<file path="src/rtl/shreg_serializer.sv">
// Parallel-load, per-lane serializer: a width*depth word is emitted one slot per
// accepted q cycle, with ready/valid on both sides and zero-bubble reload.

module shreg_lane #(
   parameter int depth = 130
) (
   input  logic             clk,
   input  logic             load,
   input  logic             shift,
   input  logic [depth-1:0] din,
   output logic             dout
);
   logic [depth-1:0] sr;

   // Data-only store; its contents are never visible while no word is held.
   always_ff @(posedge clk) begin
      if (load)
         sr <= din;
      else if (shift)
         sr <= sr >> 1;
   end

   assign dout = sr[0];
endmodule

module shreg_serializer #(
   parameter int width = 1,
   parameter int depth = 130
) (
   input  logic                   clk,
   input  logic                   r,
   input  logic                   load_valid,
   input  logic [width*depth-1:0] load_data,
   output logic                   load_ready,
   output logic [width-1:0]       q,
   output logic                   q_valid,
   input  logic                   q_ready,
   output logic                   q_last
);
   localparam int CW = (depth > 1) ? $clog2(depth) : 1;
   localparam logic [CW-1:0] LAST = CW'(depth - 1);

   typedef enum logic {IDLE, SHIFT} state_t;

   state_t          state, state_nxt;
   logic [CW-1:0]   cnt, cnt_nxt;
   logic            accept, advance, at_last;
   logic [width-1:0] lane_q;

   always_ff @(posedge clk or negedge r) begin
      if (!r) begin
         state <= IDLE;
         cnt   <= '0;
      end else begin
         state <= state_nxt;
         cnt   <= cnt_nxt;
      end
   end

   // A load in SHIFT is only possible on the consumed last slot, so accept
   // takes priority over the plain advance/return-to-idle path.
   always_comb begin
      state_nxt  = state;
      cnt_nxt    = cnt;
      q_valid    = (state == SHIFT);
      at_last    = (cnt == LAST);
      q_last     = q_valid & at_last;
      advance    = q_valid & q_ready;
      load_ready = ~q_valid | (q_ready & q_last);
      accept     = load_valid & load_ready;
      if (accept) begin
         state_nxt = SHIFT;
         cnt_nxt   = '0;
      end else if (advance) begin
         if (at_last)
            state_nxt = IDLE;
         else
            cnt_nxt = cnt + 1'b1;
      end
   end

   for (genvar w = 0; w < width; w++) begin : g_lane
      logic [depth-1:0] lane_word;
      for (genvar d = 0; d < depth; d++) begin : g_slot
         assign lane_word[d] = load_data[d*width + w];
      end
      shreg_lane #(.depth(depth)) u_lane (
         .clk   (clk),
         .load  (accept),
         .shift (advance),
         .din   (lane_word),
         .dout  (lane_q[w])
      );
   end

   assign q = q_valid ? lane_q : '0;
endmodule

</file>
<file path="config.mk">
export PLATFORM = sky130hd
export DESIGN_NAME = shreg_serializer
export DESIGN_NICKNAME = d
export VERILOG_FILES = /design/src/rtl/shreg_serializer.sv
export SDC_FILE = /design/constraint.sdc
export NUM_CORES = 1
export LEC_CHECK = 0
export CORE_MARGIN = 2
export CORE_UTILIZATION = 42
export CTS_CLUSTER_DIAMETER = 40
export DETAILED_ROUTE_END_ITERATION = 6
export PLACE_DENSITY = 0.69
export RECOVER_POWER = 25
export SYNTH_ARGS = -nofsm -noshare
export SYNTH_HDL_FRONTEND = slang
export SYNTH_SLANG_ARGS = --single-unit
</file>
<file path="constraint.sdc">
create_clock -name clk -period 6.45 [get_ports clk]
set_clock_uncertainty 0.1 [all_clocks]
set_input_delay 1.6125 -clock clk [delete_from_list [all_inputs] [get_ports clk]]
set_output_delay 1.6125 -clock clk [all_outputs]
set_load 0.02 [all_outputs]
</file>
* Word level (Yosys, flattened, before mapping)
Cells that the tools add are included.
** Word-level totals
- Bits in registers :: 139
- Logic and storage cells :: 25
- Input bits :: 134
- Bits in writable memories :: 0
- Bits in read-only memories :: 0
- Output and inout bits :: 4
- Bits in latches :: 0
- Memories :: 0
** Operators by class
- Multiply operators :: 0
- Bitwise gates (word level) :: 6
- Reduce and logical (&&, ||, !) cells :: 4
- Add/sub/neg operators :: 1
- Shift operators :: 0
- Mux-type cells :: 9
- Equal/unequal tests :: 2
- Div/mod/pow operators :: 0
- $lt $le $gt $ge :: 0
** Operator list (count)
- 2-to-1 mux 130 bit :: 2
- 2-to-1 mux 8 bit :: 3
- adder 8 x 1 -> 8 bit (second input constant) :: 1
- equality test 8 bit (second input constant) :: 1
- AND 1 bit :: 4
- 2-to-1 mux 1 bit :: 4
- AND reduction 2 bit :: 2
- nonzero test 2 bit :: 2
- inequality test 2 bit (second input constant) :: 1
- inverter 1 bit :: 1
- OR 1 bit :: 1

* Logic depth before layout (Yosys ltp)
- Depth in word-level cells :: 7
- Gate-level depth with buffers :: 8
- Gate-level depth less buffers :: 6

* Modules after synthesis
From an unflattened synthesis, not the netlist that was laid out.
** Second synthesis, totals
- Cells, all modules :: 342
- Area, all modules :: 6441.2 µm²
** Modules (own cells, without submodules)
- shreg_lane :: area each 5836.8 µm², cells an instance 276, seq. area each 3903.7 µm², times used 1
- shreg_serializer :: area each 604.3 µm², cells an instance 66, seq. area each 225.2 µm², times used 1

* Least setup slack after synthesis
Ideal clock, no wire load.
- Path type :: input to register
- Start :: in q_ready
- End :: reg cnt[7]
- Path buffers :: 1
- Data arrival time :: 4204 ps
- Data required time :: 6272 ps
- Setup slack :: 2068 ps
- Stages :: 5
- Library setup time :: 78 ps
- Path through :: clkbuf_1 mux2_2 nand4_1 xor2_1 a21oi_1
** Between the ends
- Cells in the longest elaborated chain, start to end :: 5
- Elaborated cells between the ends (all ways) :: 8
- Those cells by class :: 1 x eq/ne; 1 x mux; 4 x bitwise; 2 x reduce/logical
** Ends and longest elaborated chain
- start, declared :: line 37 : input logic q_ready,
- AND 1 bit :: line 69 : load_ready = ~q_valid | (q_ready & q_last);
- OR 1 bit :: line 69
- AND 1 bit :: line 70 : accept = load_valid & load_ready;
- inequality test 2 bit (no line) or nonzero test 2 bit (tied branches)
- AND reduction 2 bit (no line)
- end signal, assigned :: line 56 : cnt <= cnt_nxt;
- end, declared :: line 46 : logic [CW-1:0] cnt, cnt_nxt;
Parallel ways exist; a longest one is shown, timed or not.
A chain may end at the register's enable or synchronous reset.

* Worst setup path in the final report
- Start :: in q_ready
- End :: out load_ready
** Between the ends
- Cells in the longest elaborated chain, start to end :: 2
** Ends and longest elaborated chain
- AND 1 bit :: line 69
- OR 1 bit :: line 69
- end, declared :: line 34 : output logic load_ready,
Every way passes these cells.

==> metrics.yaml <==
min_period_over_period: 0.842
finalHoldViolCount: 0
multiInputGateArea_mm2: 0.00182
grt_pass1_wl_um: 18300
drt_iter0_markers: 225
violations: "max-capacitance violations, max-slew violations"
die_h_um: 125
fillers: 1119
overflow: 0
pwr_density_cell_mw_per_mm2: 295
ys_types: 30
drv_slew: 133
max_freq_mhz: 184
area_growth_pct: 35.6
worst_slew_pin_slew_ps: 3120
seq_area_mm2: 0.00413
grt_usage: 0.151
routed_wl_um: 11300
h-tree-depth: 4
critPathKind: "in2out"
synthesis.area_mm2: 0.00611
clkTransAtPathRegs_ps: 60
globalplace.congestion: 0.720
post_cts_resize_count: 0
worstPathArrival_ps: 3720
hold_path_class: "reg2reg"
antenna_left: 0
p_leak_nw: 3.01
syn-instance-count: 334
rsz0062_at_grt: "no"
hold_depth: 1
grt_max_degree: 133
yosysSeqAreaShare: 0.676
slowest_stage: "dlygate4sd3_1"
ios: 138
cap_violations: 1
dp_slack_ps: 1080
fin_util: 0.577
row_count: 44
yosys_warnings: 0
postCtsSetupRepairBufs: 0
netlist_top_cells_count: "edfxtp_1, mux2_1, mux2_2"
final_nets: 610
drc: 0
path_delay_family: "buffers and inverters"
outcome: "finished with violations"
numCtsBuffers: 17
cp-end-kind: "output port"
r2r_setup_slack_ps: 2600
vdd.ir_drop.worst_mv: 0.167
postCtsHoldBufs: 0
first_pass_iters: 4
fin_crit_ps: 5430
tns_ps: 0
slew_headroom: -1.08
cts_root_buffer: "clkbuf_16"
clk_path_buf_depth: 2
syn_nets: 470
grt_pass1_vias: 3594
port_buffers: 137
yosysMostFrequentCell: "edfxtp_1"
ys_async_sr_fraction: 0.0647
dp_hpwl_um: 6980
synth.largest_area_cell: "edfxtp_1"
synth_top_area_frac: 0.639
diodes: 0
synth_edf_count: 130
worstPathRequired_ps: 4740
synth.avg_cell_area_um2: 18.3
critPathMaxFanout: 10
wl_per_cell_um: 16.8
tritoncts: "done"
num_vias: 3335
core_area_mm2: 0.0144
cp.depth: 4
start_util: 0.425
path_cells: "dlygate4sd3_1 -> nand2_1 -> o41ai_4 -> clkdlybuf4s50_1"
setup_viol: 0
die_w_um: 125
crit_buf_inv: 2
cts.sinks: 139
cp_slowest_stage_delay_ps: 730
insertion_delay_ps: 410
synthFlopType: "edfxtp_1"
layout-drive-gt1-share: 0.133
vias_per_cell: 4.97
startpoint_type: "input port"
die-area_mm2: 0.0155
ys_seq_elements: 139
worst_slack_ps: 1020
yosys-top-cells-area: "edfxtp_1, mux2_1, dfrtp_1, mux2_2, mux2_4"
worst_r2r_path_depth: 4
antenna_found_initial: 0
## layout make-up
class	count	share of cell area
inverters	5	0.00226
clock inverters	15	0.0352
multi-input cells	174	0.220
flip-flops and latches	139	0.498
clock buffers	17	0.0513
repair buffers	137	0.165
well taps	184	0.0278
## stage by stage
step	area, µm²	total power [mW]	instances	hold WS, ps
floorplan	6110	1.17	334	390
global placement	7590	1.27	639	413
detailed placement	7590	1.28	639	418
CTS	8300	2.47	671	432
global route	8290	2.53	671	448
finish	8290	2.45	671	432
## routing by layer
metal,vias up,global-route usage,share of wire
met3,17,0.0520,0.061
met5,-,0,0
met2,110,0.232,0.45
li1,1587,-,-
met1,1621,0.201,0.47
met4,0,0.0555,0.017
## report_power, final
part	leakage, nW	total, mW	internal (mW)	switching, mW
sequential	1.39	1.10	1.06	0.0380
clock	0.344	1.18	0.805	0.377
combinational	1.28	0.170	0.111	0.0590
## path summary, 6_finish.rpt
check	startpoint	end
max in group asynchronous	r	cnt[5]
min reg2reg	g_lane[0].u_lane.sr[92]	g_lane[0].u_lane.sr[91]
min in group asynchronous	r	q_valid
max reg2reg	q_valid	cnt[6]
max	q_ready	load_ready
min	g_lane[0].u_lane.sr[92]	g_lane[0].u_lane.sr[91]
## sequential cells by signal, indices dropped and copies added, names as in the netlist
register and cells:
cnt 8, g_lane.u_lane.sr 130, q_valid 1
## cells by family after synthesis
kind of cell    share of synthesized area
fa+ha+maj                         0.00409
mux                                 0.246
xor+xnor                          0.00287
flops                               0.676
simple gates                       0.0213
buf+inv                            0.0283
compound gates                     0.0221
## cells in the final DEF, fill, tap and decap left out, drive strengths merged, types with 4 or more instances in the layout
cell type / instances
clkdlybuf4s50: 134
edfxtp: 130
mux2: 130
clkbuf: 17
dfrtp: 9
bufinv: 8
nand2: 7
inv: 7
nand4: 5
a21oi: 4
Power figures use the tool's default switching activity.
